[config.mk]
export PLATFORM = sky130hd
export DESIGN_NAME = seq_loader_flat
export DESIGN_NICKNAME = d
export VERILOG_FILES = /design/src/rtl/seq_loader_if.sv /design/src/rtl/seq_loader.sv /design/src/flat_wrapper.sv
export SDC_FILE = /design/constraint.sdc
export NUM_CORES = 1
export LEC_CHECK = 0
export CAP_MARGIN = 10
export CORE_MARGIN = 1.5
export CORE_UTILIZATION = 35
export DETAILED_ROUTE_END_ITERATION = 8
export HOLD_SLACK_MARGIN = 0.12
export SLEW_MARGIN = 10
export SYNTH_ARGS = -nofsm -noshare
export SYNTH_HDL_FRONTEND = slang
export SYNTH_SLANG_ARGS = --single-unit
export TNS_END_PERCENT = 1
[constraint.sdc]
create_clock -name clk -period 2.7 [get_ports clk]
set_input_delay 0.405 -clock clk [delete_from_list [all_inputs] [get_ports clk]]
set_output_delay 0.405 -clock clk [all_outputs]
set_load 0.1 [all_outputs]
[src/rtl/seq_loader_if.sv]
`default_nettype none
// ============================================================================
// Module      : seq_loader_if
// Description : Bundles the word stream, the layer data/launch/done bus and
//               the result handshake of the sequential-layer loader.
//               slave  = loader side, master = environment side.
// Revision    : 1.0  initial release
// ============================================================================
interface seq_loader_if #(
    parameter int N = 4,
    parameter int B = 4,
    parameter int M = 4
) ();
    // Input word stream
    logic           s_valid;
    logic           s_ready;
    logic [B-1:0]   s_data;
    // Layer bus
    logic [N*B-1:0] layer_data;
    logic           layer_rst;
    logic           layer_done;
    logic [M-1:0]   layer_out;
    // Result handshake
    logic           res_valid;
    logic           res_ready;
    logic [M-1:0]   res_data;

    modport slave (
        input  s_valid, s_data, layer_done, layer_out, res_ready,
        output s_ready, layer_data, layer_rst, res_valid, res_data
    );

    modport master (
        output s_valid, s_data, layer_done, layer_out, res_ready,
        input  s_ready, layer_data, layer_rst, res_valid, res_data
    );
endinterface
`default_nettype wire

[src/rtl/seq_loader.sv]
`default_nettype none
// ============================================================================
// Module      : seq_loader
// Description : Producer/consumer wrapper around one cnt-driven sequential
//               BNN layer. Collects N words of B bits into a load buffer,
//               moves a full buffer to a stable active register, launches
//               the layer with a one-cycle reset pulse and captures its
//               M-bit sign output into a valid/ready result slot. The next
//               frame loads while the current one computes.
// Revision    : 1.0  initial release
// ============================================================================
module seq_loader #(
    parameter int N = 4,
    parameter int B = 4,
    parameter int M = 4
) (
    input  logic              clk,
    input  logic              rst,
    seq_loader_if.slave       bus
);

    localparam int             WCW  = (N > 1) ? $clog2(N) : 1;
    localparam logic [WCW-1:0] LAST = WCW'(N - 1);

    typedef enum logic [1:0] {
        ST_IDLE    = 2'd0,
        ST_LAUNCH  = 2'd1,
        ST_RUN     = 2'd2,
        ST_CAPTURE = 2'd3
    } state_t;

    state_t         state_q, state_d;
    logic [WCW-1:0] wcnt_q, wcnt_d;
    logic           buf_full_q, buf_full_d;
    logic [N*B-1:0] buf_q, buf_d;
    logic [N*B-1:0] ldata_q, ldata_d;
    logic [M-1:0]   res_data_q, res_data_d;
    logic           res_valid_q, res_valid_d;
    logic           rdy_en_q;

    logic           w_xfer;
    logic           w_launch;

    // Ready is held low through reset and for the first edge after it.
    assign bus.s_ready    = rdy_en_q && !buf_full_q;
    assign bus.layer_rst  = (state_q == ST_LAUNCH);
    assign bus.layer_data = ldata_q;
    assign bus.res_valid  = res_valid_q;
    assign bus.res_data   = res_data_q;

    assign w_xfer = bus.s_valid && rdy_en_q && !buf_full_q;

    // Load side: write the word at slot wcnt, flag the buffer full on the last slot.
    always_comb begin
        buf_d      = buf_q;
        wcnt_d     = wcnt_q;
        buf_full_d = buf_full_q;
        if (w_xfer) begin
            for (int i = 0; i < N; i++) begin
                if (wcnt_q == WCW'(i)) begin
                    buf_d[i*B +: B] = bus.s_data;
                end
            end
            if (wcnt_q == LAST) begin
                wcnt_d     = '0;
                buf_full_d = 1'b1;
            end else begin
                wcnt_d = wcnt_q + WCW'(1);
            end
        end
        // A transfer and a launch can never coincide: one needs the buffer
        // empty, the other needs it full.
        if (w_launch) begin
            buf_full_d = 1'b0;
        end
    end

    // Compute FSM next state, active-frame copy and result slot update.
    always_comb begin
        state_d     = state_q;
        ldata_d     = ldata_q;
        res_data_d  = res_data_q;
        res_valid_d = res_valid_q;
        w_launch    = 1'b0;

        if (res_valid_q && bus.res_ready) begin
            res_valid_d = 1'b0;
        end

        case (state_q)
            ST_IDLE: begin
                // The result slot counts as free if it is consumed this edge.
                if (buf_full_q && (!res_valid_q || bus.res_ready)) begin
                    w_launch = 1'b1;
                    ldata_d  = buf_q;
                    state_d  = ST_LAUNCH;
                end
            end
            ST_LAUNCH: begin
                state_d = ST_RUN;
            end
            ST_RUN: begin
                if (bus.layer_done) begin
                    state_d = ST_CAPTURE;
                end
            end
            ST_CAPTURE: begin
                // One cycle after done so the layer accumulators have settled.
                res_data_d  = bus.layer_out;
                res_valid_d = 1'b1;
                state_d     = ST_IDLE;
            end
            default: begin
                state_d = ST_IDLE;
            end
        endcase
    end

    // Load-side registers.
    always_ff @(posedge clk or posedge rst) begin
        if (rst) begin
            buf_q      <= '0;
            wcnt_q     <= '0;
            buf_full_q <= 1'b0;
            rdy_en_q   <= 1'b0;
        end else begin
            buf_q      <= buf_d;
            wcnt_q     <= wcnt_d;
            buf_full_q <= buf_full_d;
            rdy_en_q   <= 1'b1;
        end
    end

    // FSM state, active frame and result registers.
    always_ff @(posedge clk or posedge rst) begin
        if (rst) begin
            state_q     <= ST_IDLE;
            ldata_q     <= '0;
            res_data_q  <= '0;
            res_valid_q <= 1'b0;
        end else begin
            state_q     <= state_d;
            ldata_q     <= ldata_d;
            res_data_q  <= res_data_d;
            res_valid_q <= res_valid_d;
        end
    end

endmodule
`default_nettype wire

[src/flat_wrapper.sv]
// flat-port wrapper written by rule: the top's interface ports become plain ports
module seq_loader_flat 
#(
    parameter int N = 4,
    parameter int B = 4,
    parameter int M = 4
)
  (clk, rst, bus_s_valid, bus_s_data, bus_layer_done, bus_layer_out, bus_res_ready, bus_s_ready, bus_layer_data, bus_layer_rst, bus_res_valid, bus_res_data);
  seq_loader_if #(.N(N), .B(B), .M(M)) bus_i ();
  input  logic clk;
  input  logic rst;
  input wire logic [$bits(bus_i.s_valid)-1:0] bus_s_valid;
  input wire logic [$bits(bus_i.s_data)-1:0] bus_s_data;
  input wire logic [$bits(bus_i.layer_done)-1:0] bus_layer_done;
  input wire logic [$bits(bus_i.layer_out)-1:0] bus_layer_out;
  input wire logic [$bits(bus_i.res_ready)-1:0] bus_res_ready;
  output wire logic [$bits(bus_i.s_ready)-1:0] bus_s_ready;
  output wire logic [$bits(bus_i.layer_data)-1:0] bus_layer_data;
  output wire logic [$bits(bus_i.layer_rst)-1:0] bus_layer_rst;
  output wire logic [$bits(bus_i.res_valid)-1:0] bus_res_valid;
  output wire logic [$bits(bus_i.res_data)-1:0] bus_res_data;
  assign bus_i.s_valid = bus_s_valid;
  assign bus_i.s_data = bus_s_data;
  assign bus_i.layer_done = bus_layer_done;
  assign bus_i.layer_out = bus_layer_out;
  assign bus_i.res_ready = bus_res_ready;
  assign bus_s_ready = bus_i.s_ready;
  assign bus_layer_data = bus_i.layer_data;
  assign bus_layer_rst = bus_i.layer_rst;
  assign bus_res_valid = bus_i.res_valid;
  assign bus_res_data = bus_i.res_data;
  seq_loader #(.N(N), .B(B), .M(M)) u_core (.clk(clk), .rst(rst), .bus(bus_i));
endmodule
=== Yosys cells after proc, flatten, opt, wreduce, memory -nomap -nowiden ===
Cells that the tools add are included.

* $add $sub $neg: 1
* Equal/unequal tests: 8
* Muxes and demuxes: 11
* Reduce and logical (&&, ||, !) cells: 20

{| class="wikitable"
|+ Operators by type and width
! operator !! number
|-
| $reduce_and 2->1 || 7
|-
| $eq 2x2->1 const B || 4
|-
| $pmux 2 s4 || 1
|-
| $mux 1 || 7
|-
| $mux 2 || 3
|-
| $reduce_bool 2->1 || 3
|-
| $logic_and 1x1->1 || 5
|-
| $eq 2x1->1 const B || 2
|-
| $logic_not 2->1 || 2
|-
| $add 2x1->2 const B || 1
|-
| $logic_not 1->1 || 2
|-
| $ne 2x1->1 const B || 1
|-
| $ne 2x2->1 const B || 1
|-
| $logic_or 1x1->1 || 1
|}

* Register bits: 43
* Input bits: 13
* Output and inout bits: 23
* Word-level logic and storage cells: 51

=== Longest topological paths before layout ===
* Word-level depth: 7
* Depth in mapped cells: 6
* Depth with buffers taken out: 5

=== Worst setup path after synthesis ===
OpenSTA, ideal clock, no wires.

* Kind: register to output
* Start: register u_core.buf_full_q
* End: output port bus_s_ready
* Data arrival time: 1.736 ns
* Required time: 2.295 ns
* Setup slack: 0.559 ns
* Cell stages (with the launch flop): 2
* Cells stage by stage: dfrtp_1 nor2b_1

* Cells in the longest elaborated chain, start to end: 2

{| class="wikitable"
|+ RTL lines
! item !! RTL line !! source
|-
| from (decl) || seq_loader.sv:34 || <nowiki>logic buf_full_q, buf_full_d;</nowiki>
|-
| from (signal assigned) || seq_loader.sv:129 || <nowiki>buf_full_q <= buf_full_d;</nowiki>
|-
| $logic_not 1->1 || seq_loader.sv:45 || <nowiki>assign bus.s_ready = rdy_en_q && !buf_full_q;</nowiki>
|-
| $logic_and 1x1->1 || seq_loader.sv:45 ||
|-
| to (decl) || flat_wrapper.sv:17 || <nowiki>output wire logic [$bits(bus_i.s_ready)-1:0] bus_s_ready;</nowiki>
|}

No other way between the ends.

=== Final worst setup path ===
* Start: register u_core.state_q[1]
* End: output port bus_layer_rst

* Cells in the longest elaborated chain, start to end: 1

{| class="wikitable"
|+ RTL lines
! item !! RTL line !! source
|-
| from (decl) || seq_loader.sv:32 || <nowiki>state_t state_q, state_d;</nowiki>
|-
| from (signal assigned) || seq_loader.sv:142 || <nowiki>state_q <= state_d;</nowiki>
|-
| $eq 2x1->1 || seq_loader.sv:46 || <nowiki>assign bus.layer_rst = (state_q == ST_LAUNCH);</nowiki>
|-
| to (decl) || flat_wrapper.sv:19 || <nowiki>output wire logic [$bits(bus_i.layer_rst)-1:0] bus_layer_rst;</nowiki>
|}

No other way between the ends.

==> impl_summary.md <==
Critical path
The cell at the slowest stage of the critical path is sky130_fd_sc_hd__dfrtp_1. The type of element capturing the critical path is a primary output. The peak per-stage delay on the critical path is 0.42 ns. The launch point of the worst reg-to-reg path is u_core.state_q[0]. The worst reg2reg path endpoint is u_core.bus.layer_data[14].

The number of buffers and inverters on the critical path is 2. The critical path goes through inv_1 > ha_1 > buf_4. The data required time of the worst path is 2.30 ns.

Setup slack on the worst reg-to-reg path comes out at 1.09 ns. The cell family contributing the most delay on the critical path is flip-flops. The worst path arrival time is 1.22 ns.

Of all nets on the critical path, the largest fanout is 4. The number of cells on the worst reg-to-reg path is 4. The critical path is of the register to primary output type.

The startpoint type of the worst setup path is a register.

Yosys
The top cell type by area accounts for 59.11% of the synthesized area. The synthesized design spends more area on one cell type than any other, namely sky130_fd_sc_hd__dfrtp_1. Counting flops with an async set or reset pin after synthesis yields a share of 100.0%. The synthesized instance count is 118.

The number of enable flip-flop cells after synthesis is 0. The most common cell in the synthesized netlist is sky130_fd_sc_hd__dfrtp_1. Counting every net in the synthesized netlist gives 139. In this run the cell area of the synthesized design comes to 1820 sq um. Sequential elements use 59.11% of the synthesized area.

By area the synthesized netlist is led by sky130_fd_sc_hd__dfrtp_1 (59%), sky130_fd_sc_hd__mux2_2 (17%), sky130_fd_sc_hd__mux2_4 (7.4%), sky130_fd_sc_hd__ha_1 (5.5%), sky130_fd_sc_hd__inv_1 (1.6%). The most frequently used flop master after synthesis is sky130_fd_sc_hd__dfrtp_1. The post-synthesis register bit count is 43. Averaged over all synthesized cells, the footprint is 15.43 sq um. Counting distinct cell types in the post-synthesis netlist gives 22.

The warning count from the yosys run is 0. By count the netlist is led by sky130_fd_sc_hd__dfrtp_1 (43), sky130_fd_sc_hd__mux2_2 (28), sky130_fd_sc_hd__mux2_4 (9).

Floorplanning
The chip height is 75.12 microns. The floorplan die area is 5643 sq um. The initial cell density of the core is 35.87%. The floorplan has 26 rows. The core outline area is 5075 sq um.

The horizontal die dimension is 75.12 microns. The top-level I/O count is 36.

STA
The number of pins with negative max-slew slack in the final report is 0. At the pin with the least slew margin, the transition time is 0.5352 ns. The final hold violation count is 0.

The worst path meets setup with 1.071 ns of slack. After layout, the minimum clock period comes to 1.629 ns. In this run the tightest slew margin relative to its limit is 64.32%. Setup violations remaining at the end of the flow were counted as 0. The largest clock skew in the final design is 0.009347 ns. Setup repair after global routing left no endpoint under its margin. The final sum of negative setup slack is 0 ns. Based on the critical path, the design can be clocked at up to 613.9 MHz. The period utilization is 60.33%.

Final layout
The repair_antennas step left the layout with diodes totalling 0. At the end of the flow the core is filled with cells to 45.36%. The growth of design area from synthesis to finish is 26.46%. The count of nets after finishing is 179. The number of non-filler instances in the completed layout is 229.

Of the cells placed in the final design, the portion with a size suffix greater than 1 is 46.54%.

GRT
The first global-routing pass estimated 4912 microns of wire. Entering global routing, the biggest net connects 44 pins. For this run, the total global-route usage over all layers was measured as 12.18%. The number of antenna violations at the first check in global routing is 0.

The remaining global-route overflow is 0. The number of global-route vias before repair is 1055.

Worst hold path
The path class of the lowest-slack min-delay path is register to register. Along the worst hold path, the cell count comes to 1. The worst hold path terminates at u_core.bus.layer_data[4]. In this run the most critical hold path is launched from u_core.buf_q[4].

Clocking
Counting every sink on the clock net gives 43. The later pin in the worst-skew pair is clocked with a latency of 0.30 ns. The number of buffers created by CTS is 5.

Gates resized during post-CTS repair numbered 0. Post-CTS timing repair inserted 0 buffers for setup. TritonCTS built the clock tree. For this design, the CTS-stage hold fixing added 0 buffers. The tree is rooted in a sky130_fd_sc_hd__clkbuf_8. The worst-case clock buffer depth is 2. After clock tree synthesis, the clock-pin slew on the worst setup and hold paths is 0.08 ns. The count of H-tree levels built during CTS is 2.

Placement
The number of port buffers is 35. At the placement stage, the worst setup path has a slack of 0.8072 ns. Including well taps, the total number of placed cells is 221. Detailed placement ended at an HPWL of 2201 microns. Routability-driven placement finished with a final weighted congestion of 0.7490.

Route
The number of detailed-routing iterations run before antenna repair is 4. The final routed wirelength across all metal layers is 3199 microns. Using the TritonRoute via totals, the vias-per-cell ratio works out to 4.393. The remaining routing DRC violations is 0. The first routing iteration left 20 violations. The wire length per cell after detailed routing is 13.97 microns. Summing over every cut layer, the via total after detailed routing is 1006.

Once detail routing completed, the nets flagged for antenna violations numbered 0.

Status
The flow ran to the end, and the final reports show no timing, DRC or antenna violations.

Run
Across the run, the number of max-cap violations was 0.
-- cell families (layout without fill, tap and decap cells) --
logic type | Yosys count | after routing | share of synthesized area, %
buf+inv | 11 | 52 | 3.780
fa+ha+maj | 8 | 8 | 5.499
flops | 43 | 43 | 59.11
compound gates | 5 | 5 | 1.718
mux | 37 | 37 | 24.74
simple gates | 13 | 13 | 4.949
other cells | 1 | 1 | 0.2060
-- metal layers --
layer	wire [microns]	global-route usage [%]
met1	1454	14.33
met2	1521	20.55
met3	164	3.213
met4	58	6.061
met5	0	0
-- registers in the layout (all words and copies together) (netlist names) --
signal	count
u_core.bus.res_valid	1
u_core.buf_full_q	1
u_core.bus.layer_data	16
u_core.bus.res_data	4
u_core.buf_q	16
u_core.state_q	2
u_core.rdy_en_q	1
u_core.wcnt_q	2
-- worst max-delay path by stage --
| stage | to | from | cells past startpoint | slack, ns |
|---|---|---|---|---|
| after detailed placement | u_core.bus.layer_data[0] | bus_res_ready | 4 | 0.81 |
| after global placement | u_core.bus.layer_data[15] | bus_res_ready | 4 | 0.83 |
| after floorplan | bus_s_ready | u_core.buf_full_q | 1 | 0.56 |
| final | bus_layer_rst | u_core.state_q[1] | 3 | 1.07 |
| after global routing | bus_layer_rst | u_core.state_q[1] | 3 | 1.00 |
| after CTS | bus_layer_rst | u_core.state_q[1] | 3 | 1.05 |
-- cell type report --
class | instances | area (sq um)
Clock inverter | 2 | 60.06
Fill cell | 494 | 2773
Clock buffer | 6 | 72.57
Sequential cell | 43 | 1076
Tap cell | 70 | 87.58
Timing Repair Buffer | 36 | 300.3
Multi-Input combinational cell | 64 | 675.6
Inverter | 8 | 30.03
-- cells in the final DEF, fill, tap and decap left out --
cell type | netlist | final
sky130_fd_sc_hd__dfrtp_1 | 43 | 43
sky130_fd_sc_hd__clkbuf_8 | 0 | 5
sky130_fd_sc_hd__a22oi_1 | 1 | 1
sky130_fd_sc_hd__buf_4 | 1 | 24
sky130_fd_sc_hd__inv_1 | 8 | 8
sky130_fd_sc_hd__clkdlybuf4s50_1 | 0 | 12
sky130_fd_sc_hd__mux2_2 | 28 | 28
sky130_fd_sc_hd__a21oi_1 | 1 | 1
sky130_fd_sc_hd__nand2_1 | 2 | 2
sky130_fd_sc_hd__and3_4 | 1 | 1
sky130_fd_sc_hd__conb_1 | 1 | 1
sky130_fd_sc_hd__nand2_2 | 4 | 4
sky130_fd_sc_hd__o21ai_0 | 2 | 2
sky130_fd_sc_hd__clkbuf_1 | 0 | 1
sky130_fd_sc_hd__nand2b_4 | 1 | 1
sky130_fd_sc_hd__or2b_1 | 1 | 1
sky130_fd_sc_hd__ha_1 | 8 | 8
sky130_fd_sc_hd__nor2_1 | 1 | 1
sky130_fd_sc_hd__and3b_1 | 1 | 1
sky130_fd_sc_hd__nor2b_1 | 1 | 1
sky130_fd_sc_hd__nand2b_1 | 1 | 1
sky130_fd_sc_hd__bufinv_16 | 0 | 2
sky130_fd_sc_hd__o221ai_1 | 1 | 1
sky130_fd_sc_hd__mux2_4 | 9 | 9
-- per-stage QoR --
stage	area (sq um)	hold WS, ns
floorplan	1821	0.4736
global placement	2170	0.4813
detailed placement	2170	0.4908
CTS	2302	0.4987
global route	2302	0.5205
finish	2302	0.4962
Power is not shown: default switching activity piles up to over one toggle a cycle in this logic, so the estimate is an artifact.
